`src/rtl/stim_vector_gen.sv`:
```
// Seedable, bounded stimulus vector source for the a_<i>_<j> input pairs of DUT `test`.
// First vector appears one edge after start; no backpressure, enable low only pauses the run.
`timescale 1ns/1ps
module stim_vector_gen #(
  parameter int NUM_PAIRS   = 10,
  parameter int NUM_VECTORS = 16,
  parameter int HOLD_CYCLES = 1
) (
  input  logic                   clock,
  input  logic                   DEFAULT_RESET,
  input  logic                   enable,
  input  logic [1:0]             mode,
  input  logic [31:0]            seed,
  input  logic                   load_seed,
  output logic [2*NUM_PAIRS-1:0] a_out,
  output logic                   valid,
  output logic                   done,
  output logic [15:0]            vec_count
);

  localparam int          W         = 2 * NUM_PAIRS;
  localparam logic [31:0] TAPS      = 32'h80200003;
  localparam logic [15:0] LAST_VEC  = 16'(NUM_VECTORS);
  localparam logic [7:0]  LAST_HOLD = 8'(HOLD_CYCLES - 1);

  localparam logic [1:0] S_IDLE = 2'd0;
  localparam logic [1:0] S_RUN  = 2'd1;
  localparam logic [1:0] S_DONE = 2'd2;

  localparam logic [1:0] M_LFSR   = 2'd0;
  localparam logic [1:0] M_WALK   = 2'd1;
  localparam logic [1:0] M_HOLD   = 2'd2;
  localparam logic [1:0] M_TOGGLE = 2'd3;

  logic [1:0]   state;
  logic [1:0]   mode_q;
  logic [31:0]  lfsr;
  logic [7:0]   hold_cnt;

  logic [31:0]  seed_fix;
  logic [31:0]  lfsr_base;
  logic [31:0]  lfsr_step;
  logic [1:0]   pat_mode;
  logic         pat_first;
  logic [W-1:0] pat_vec;

  // In IDLE a same-edge seed load feeds straight into the first vector.
  always_comb begin
    seed_fix  = (seed == 32'h0) ? 32'h1 : seed;
    lfsr_base = (state == S_IDLE && load_seed) ? seed_fix : lfsr;
    lfsr_step = lfsr_base[0] ? ((lfsr_base >> 1) ^ TAPS) : (lfsr_base >> 1);
    pat_first = (state == S_IDLE);
    pat_mode  = pat_first ? mode : mode_q;
    pat_vec   = a_out;
    case (pat_mode)
      M_LFSR:   pat_vec = lfsr_step[W-1:0];
      M_WALK:   pat_vec = pat_first ? {{(W-1){1'b0}}, 1'b1} : {a_out[W-2:0], a_out[W-1]};
      M_HOLD:   pat_vec = a_out;
      M_TOGGLE: pat_vec = ~a_out;
      default:  pat_vec = a_out;
    endcase
  end

  always_ff @(posedge clock) begin
    if (DEFAULT_RESET) begin
      state     <= S_IDLE;
      mode_q    <= M_LFSR;
      lfsr      <= 32'h1;
      hold_cnt  <= 8'd0;
      a_out     <= '0;
      valid     <= 1'b0;
      done      <= 1'b0;
      vec_count <= 16'd0;
    end else begin
      case (state)
        S_IDLE: begin
          if (load_seed) lfsr <= seed_fix;
          if (enable) begin
            mode_q    <= mode;
            state     <= S_RUN;
            a_out     <= pat_vec;
            valid     <= 1'b1;
            vec_count <= 16'd1;
            hold_cnt  <= 8'd0;
            if (mode == M_LFSR) lfsr <= lfsr_step;
          end
        end
        S_RUN: begin
          if (!enable) begin
            valid <= 1'b0;
          end else begin
            valid <= 1'b1;
            if (hold_cnt != LAST_HOLD) begin
              hold_cnt <= hold_cnt + 8'd1;
            end else begin
              hold_cnt <= 8'd0;
              if (vec_count == LAST_VEC) begin
                state <= S_DONE;
                valid <= 1'b0;
                done  <= 1'b1;
              end else begin
                a_out     <= pat_vec;
                vec_count <= vec_count + 16'd1;
                if (mode_q == M_LFSR) lfsr <= lfsr_step;
              end
            end
          end
        end
        S_DONE: begin
          if (load_seed) lfsr <= seed_fix;
          if (!enable) begin
            state <= S_IDLE;
            done  <= 1'b0;
          end
        end
        default: state <= S_IDLE;
      endcase
    end
  end

endmodule

```
`config.mk`:
```
export PLATFORM = sky130hd
export DESIGN_NAME = stim_vector_gen
export DESIGN_NICKNAME = d
export VERILOG_FILES = /design/src/rtl/stim_vector_gen.sv
export SDC_FILE = /design/constraint.sdc
export NUM_CORES = 1
export LEC_CHECK = 0
export BUFFER_PORTS_ARGS = -buffer_cell sky130_fd_sc_hd__buf_2
export CAP_MARGIN = 40
export CORE_MARGIN = 2
export CORE_UTILIZATION = 62
export CTS_CLUSTER_DIAMETER = 150
export CTS_CLUSTER_SIZE = 12
export DETAILED_ROUTE_END_ITERATION = 16
export PLACE_DENSITY = 0.86
export SETUP_SLACK_MARGIN = 0.1
export SYNTH_ARGS = -nofsm -noshare
export SYNTH_HDL_FRONTEND = slang
export SYNTH_SLANG_ARGS = --single-unit
```
`constraint.sdc`:
```
create_clock -name clock -period 7.2 [get_ports clock]
set_clock_uncertainty 0.05 [all_clocks]
set_input_delay 0.72 -clock clock [delete_from_list [all_inputs] [get_ports clock]]
set_output_delay 0.72 -clock clock [all_outputs]
set_load 0.02 [all_outputs]
```
==> results of run 1 <==
-- routing by layer --
layer | wire length, um | vias to the layer above | part of all wire
met4 | 417 | 0 | 0.030
met1 | 5940 | 2429 | 0.43
li1 | - | 2363 | -
met3 | 1290 | 44 | 0.093
met2 | 6200 | 289 | 0.45
met5 | 0 | - | 0
-- cells in the final DEF, fill, tap and decap left out, types with 5 or more instances in the layout --
| master | synthesis | layout |
|---|---|---|
| o21ai_0 | 27 | 27 |
| ha_1 | 8 | 8 |
| a211oi_2 | 9 | 9 |
| inv_1 | 13 | 13 |
| nand2_1 | 33 | 33 |
| buf_4 | 0 | 6 |
| dfxtp_1 | 82 | 82 |
| mux2i_1 | 48 | 48 |
| xor2_1 | 7 | 7 |
| nor3_1 | 26 | 26 |
| or3_1 | 9 | 9 |
| buf_2 | 11 | 75 |
| nand4_1 | 6 | 6 |
| o211ai_1 | 5 | 5 |
| nor2_1 | 82 | 82 |
| a21oi_1 | 54 | 53 |
| o22ai_1 | 37 | 37 |
| nor4_1 | 12 | 12 |
| clkbuf_8 | 0 | 10 |
| o31ai_1 | 7 | 7 |
| or4_1 | 5 | 5 |
| o2bb2ai_1 | 10 | 10 |
| a211oi_1 | 16 | 16 |
| nand3_1 | 12 | 12 |
-- per-stage QoR --
| stage | setup WS (ns) | instance area [um2] | hold slack (ns) | total power [mW] |
|---|---|---|---|---|
| after floorplan | 4.84 | 4880 | 0.392 | 1.09 |
| after global placement | 4.03 | 5230 | 0.408 | 1.22 |
| after detailed placement | 4.15 | 5270 | 0.416 | 1.24 |
| after CTS | 4.25 | 5510 | 0.429 | 1.66 |
| after global routing | 3.96 | 5510 | 0.463 | 1.76 |
| final | 4.20 | 5510 | 0.429 | 1.68 |
-- sequential cells by signal (all words and copies together) (netlist names) --
name	count
a_out	20
valid	1
done	1
state	2
hold_cnt	8
mode_q	2
vec_count	16
lfsr	32
-- worst paths after layout --
check             startpoint  endpoint  slack (ns)  cells past startpoint
setup / recovery    state[0]  lfsr[20]        4.20                      7
hold / removal      lfsr[25]  lfsr[25]        0.43                      2
setup reg to reg    state[0]  lfsr[20]        4.20                      7
hold reg to reg     lfsr[25]  lfsr[25]        0.43                      2
-- cell type report --
| class | instances | area [um2] | area share |
|---|---|---|---|
| tap | 102 | 128 | 0.0232 |
| multi-input combinational | 468 | 2990 | 0.543 |
| inverter | 14 | 52.6 | 0.00954 |
| clock inverter | 4 | 98.8 | 0.0179 |
| sequential | 82 | 1640 | 0.298 |
| clock buffer | 12 | 145 | 0.0263 |
| timing repair buffer | 83 | 452 | 0.0820 |
-- power by group --
group	switching, mW	total [mW]	leakage, nW	internal, mW
clock	0.176	0.417	0.121	0.241
sequential	0.0771	0.611	0.672	0.534
combinational	0.416	0.653	1.31	0.238
total	0.668	1.68	2.11	1.01
-- cell families (layout without fill, tap and decap cells) --
kind of cell | Yosys count | in the layout | synth area share
and+or+nand+nor | 205 | 205 | 0.202
AOI/OAI and AO/OA | 192 | 192 | 0.260
xor gates and xnor gates | 11 | 11 | 0.0197
muxes | 52 | 52 | 0.108
buffers and inverters | 61 | 113 | 0.0531
DFF | 82 | 82 | 0.336
adders and majority gates | 8 | 8 | 0.0205
-- worst max-delay path, delay by kind of cell, from the launching register on --
family | cells | cell delay (ns)
simple gates | 2 | 0.98
compound gates | 3 | 0.97
fa+ha+maj | 1 | 0.41
flops | 1 | 0.36
buf+inv | 1 | 0.09
==> summary.txt, run 1 <==
GRT
  • Met3 Usage GRT: 0.0716
  • Initial antenna violation count: 0
  • Met1 usage: 0.435
  • GR peak layer: met2
  • Grt ovf: 0
  • First-pass GRT wire length: 22,000 um
  • Pin count of the biggest net entering global routing: 63
  • Met2 usage: 0.474
  • GRT Resource Usage Total: 0.315
  • Vias in the first global route: 4,493

Worst setup path
  • Critical path launch point type: flip-flop
  • CP Capture Type: flip-flop
  • Setup Crit Path Kind: reg2reg
  • CP peak stage delay: 0.63 ns
  • Worst path required time: 7.37 ns
  • Crit-path slowest cell: a21o_1
  • Crit-path cells: inv_1 > ha_1 > nor4b_1 > a21o_1 > nor2_1 > o21ai_0 > a21oi_1
  • Worst Path Max Fanout: 20
  • Crit path DAT: 3.17 ns

Drt
  • WL/cell: 18.1 um
  • Drt pass-1 iters: 7
  • DRT iter0 DRCs: 501
  • Vias/cell: 6.70
  • Total Wirelength: 13,900 um
  • # DRC: 0
  • Post-route ant nets: 0
  • Vias: 5,125

Hold path
  • Worst hold path type: reg2reg

Placement
  • IO buf count: 75
  • Placed cell count: 749
  • DPL Wire Length: 9080 um
  • GPL Wtd Cong: 0.894

STA
  • Achievable clock frequency: 333 MHz
  • Fin Setup TNS: 0 ns
  • Final Setup Violations: 0
  • Final Hold Viols: 0
  • Period utilization: 0.417
  • Pins over their slew limit: 0
  • Tightest Pin Transition: 0.805 ns
  • Min cycle time layout: 3.00 ns
  • Relative slew slack: 0.457
  • RSZ-0062 raised after global routing: no

Synth
  • Synth Instances: 611
  • Fraction of registers with async set/reset: 0
  • Synth warnings: 0
  • Largest cells by area after synthesis: dfxtp_1 34%, mux2i_1 9.8%, nor2_1 6.3%
  • Synth Register Bits: 82
  • Mapped Avg Cell Area: 7.99 um2
  • Register area share after synthesis: 0.336
  • Yosys top cell by area: dfxtp_1
  • Predominant post-synthesis flop cell: dfxtp_1
  • Post-synth cell types: 59
  • Post-synth top cells: 82 x dfxtp_1, 82 x nor2_1, 54 x a21oi_1, 48 x mux2i_1, 37 x o22ai_1
  • Share of the synthesized area in the top cell type: 0.336
  • Post-synth EDFFs: 0
  • Area of the mapped netlist: 4880 um2
  • Syn_nets: 657

Clocking
  • Cts repair resizes: 0
  • Num Clock Sinks: 82
  • CTS Hold Bufs: 0
  • Max clock buf depth: 2
  • Post-CTS setup buffers: 0
  • Worst skew pair latency: 0.37 ns
  • CTS tree: done
  • CTS clk-pin slew, worst paths: 0.08 ns
  • H-tree Lvls: 3
  • Root Driver: clkbuf_8
  • CTS Buf Count: 9

Die
  • Core Area: 7690 um2
  • Starting Density: 0.635
  • Die width: 92.7 um
  • # IOs: 76
  • Rows: 32
  • Die Y-Extent: 92.7 um
  • DIE AREA: 8600 um2

Layout
  • Post-layout util: 0.717
  • Layout area overhead: 12.9%
  • Non-Filler Instances: 765
  • Ant. Diodes: 0
  • Share of cells above drive strength 1: 0.186
  • # fillers: 631
  • Layout Nets: 704

Flow run
  • Number of max-cap violations: 0

Power
  • PwrDens: 305 nW/um2
  • Max VDD drop: 0.126 mV
  • Leakage: 2.11 nW

Status
  • Status: complete, no violations
Power figures use the tool's default switching activity.
==> inputs of run 2 (changes only) <==
--- a/config.mk
+++ b/config.mk
@@ -8,11 +8,11 @@
 export BUFFER_PORTS_ARGS = -buffer_cell sky130_fd_sc_hd__buf_2
 export CAP_MARGIN = 40
 export CORE_MARGIN = 2
-export CORE_UTILIZATION = 62
+export CORE_UTILIZATION = 52
 export CTS_CLUSTER_DIAMETER = 150
 export CTS_CLUSTER_SIZE = 12
 export DETAILED_ROUTE_END_ITERATION = 16
-export PLACE_DENSITY = 0.86
+export PLACE_DENSITY = 0.77
 export SETUP_SLACK_MARGIN = 0.1
 export SYNTH_ARGS = -nofsm -noshare
 export SYNTH_HDL_FRONTEND = slang
==> constraint.sdc (replaced) <==
create_clock -name clock -period 2.6 [get_ports clock]
set_clock_uncertainty 0.05 [all_clocks]
set_input_delay 0.26 -clock clock [delete_from_list [all_inputs] [get_ports clock]]
set_output_delay 0.26 -clock clock [all_outputs]
set_load 0.02 [all_outputs]
==> run 2 against run 1 <==
Effect of this change: final cell count rose by 3.8%; worst hold slack got worse by 0.25 ns; die area rose by 18%; non-clock buffer count rose by 20; critical path type unchanged; largest cell class unchanged.
==> summary.txt, run 2 (synthesis results as in run 1) <==
Placement
  • GPL Wtd Cong: 0.899 (+0.54%)
  • DPL Wire Length: 9390 um (+3.4%)
  • IO buf count: 75 (unchanged)
  • Setup Slack @ Placement: 0.207 ns (-3.94 ns)
  • Placement Cell Area: 5440 um2 (+3.2%)
  • Placed cell count: 778 (+3.9%)

STA
  • Min cycle time layout: 2.43 ns (-0.574 ns)
  • RSZ-0062 raised after global routing: yes
  • Final Setup Violations: 0 (unchanged)
  • Setup ws final: 0.170 ns (-4.03 ns)
  • Fin Setup TNS: 0 ns (unchanged)
  • Pins over their slew limit: 0 (unchanged)
  • Achievable clock frequency: 412 MHz (+24%)
  • Period utilization: 0.934 (+0.517)
  • Relative slew slack: 0.519 (+0.0623)
  • Final Hold Viols: 0 (unchanged)
  • Tightest Pin Transition: 0.721 ns (-0.0832 ns)

Layout
  • Most common cell after layout, fill and taps aside: dfxtp_1
  • Share of cells above drive strength 1: 0.216 (+0.0300)
  • Max FFs per register: 32 (unchanged)
  • Highest-count cells in the layout ignoring fill and taps: 82 x dfxtp_1, 81 x nor2_1, 75 x buf_2
  • Finished Cell Area: 5740 um2 (+4.3%)
  • Layout area overhead: 17.7%
  • Non-Filler Instances: 794 (+3.8%)
  • Biggest register: lfsr
  • Top Registers: lfsr x32, a_out x20, vec_count x16
  • Post-layout util: 0.628 (-0.0890)
  • Layout Nets: 724 (+2.8%)

Drt
  • Drt pass-1 iters: 5 (-2)
  • WL/cell: 16.6 um (-8.1%)
  • # DRC: 0 (unchanged)
  • Vias/cell: 6.35 (-5.3%)
  • Total Wirelength: 13,200 um (-4.6%)
  • DRT iter0 DRCs: 366 (-27%)
  • Vias: 5,038 (-1.7%)
  • Post-route ant nets: 0 (unchanged)

Worst setup path
  • Crit-path slowest cell: or4_1
  • CP Capture Type: flip-flop
  • Crit path DAT: 2.68 ns (-0.49 ns)
  • Worst Path Max Fanout: 13 (-35%)
  • Worst path required time: 2.86 ns (-4.51 ns)
  • Critical path launch point type: flip-flop
  • Crit-path cells: inv_1 > ha_1 > or4b_4 > o21ai_4 > o211ai_2 > or4_1 > a21oi_1
  • Setup Crit Path Kind: reg2reg
  • CP peak stage delay: 0.56 ns (-0.07 ns)

Clocking
  • CTS tree: done
  • Root Driver: clkbuf_8
  • Num Clock Sinks: 82 (unchanged)
  • H-tree Lvls: 3 (unchanged)
  • CTS Hold Bufs: 0 (unchanged)
  • CTS Buf Count: 9 (unchanged)
  • Max clock buf depth: 2 (unchanged)
  • CTS clk-pin slew, worst paths: 0.09 ns (about the same)
  • Worst skew pair latency: 0.37 ns (about the same)

Die
  • Die Y-Extent: 101 um (+8.8%)
  • Starting Density: 0.533 (-0.102)
  • Rows: 35 (+9.4%)
  • # IOs: 76 (unchanged)
  • Core Area: 9150 um2 (+19%)
  • DIE AREA: 10,200 um2 (+18%)
  • Die width: 101 um (+8.8%)

Power
  • Leakage: 2.22 nW (+5.3%)
  • PwrDens: 837 nW/um2 (+170%)
  • Max VDD drop: 0.360 mV (+180%)

GRT
  • First-pass GRT wire length: 21,700 um (-1.2%)
  • Grt ovf: 0 (unchanged)
  • Vias in the first global route: 4,563 (+1.6%)
  • Pin count of the biggest net entering global routing: 62 (-1.6%)
  • GRT Resource Usage Total: 0.264 (-0.0502)
  • Initial antenna violation count: 1 (+1)

Status
  • Status: complete, no violations

Flow run
  • Number of max-cap violations: 0 (unchanged)

Hold path
  • Worst hold path type: in2reg
run 2: worst max-delay path, delay by kind of cell (launching register included):
family | cells | cell delay [ns]
and+or+nand+nor | 2 | 1.06
AOI/OAI and AO/OA | 3 | 0.66
DFF | 1 | 0.35
buffers and inverters | 1 | 0.08
adders and majority gates | 1 | 0.16
run 2: area by class of cell:
| class | count | area (um2) |
|---|---|---|
| antenna | 1 | 2.50 |
| clock buffer | 10 | 128 |
| clock inverter | 5 | 128 |
| fill | 775 | 3410 |
| inverter | 14 | 52.6 |
| multi-input combinational | 468 | 3040 |
| sequential | 82 | 1640 |
| tap | 111 | 139 |
| timing repair buffer | 103 | 611 |
run 2: through the flow:
step	hold WS [ns]	total power [mW]
3_3_place_gp	0.399	3.49
3_5_place_dp	0.413	3.57
2_1_floorplan	0.358	3.01
5_1_grt	0.190	5.10
6_report	0.178	4.81
4_1_cts	0.165	4.78
run 2: worst paths after layout:
| check | endpoint | cells past startpoint | from | slack [ns] |
|---|---|---|---|---|
| max | vec_count[13] | 7 | hold_cnt[0] | 0.17 |
| min | mode_q[1] | 3 | mode[1] | 0.18 |
| max reg2reg | vec_count[13] | 7 | hold_cnt[0] | 0.17 |
| min reg2reg | lfsr[5] | 2 | lfsr[5] | 0.42 |
run 2: layer usage:
metal,vias up,GRT usage,share of wire
li1,2411,-,-
met4,0,0.0991,0.022
met1,2391,0.362,0.44
met5,-,0,0
met3,26,0.0479,0.077
met2,210,0.414,0.47
run 2: repair_timing:
item,CTS,global route
setup buffers,0,0
gates resized for setup,0,9
setup endpoints to repair,0,42
run 2: power breakdown:
group / internal, mW / switching (mW)
registers: 1.48 / 0.195
logic: 0.770 / 1.15
clock network: 0.730 / 0.479
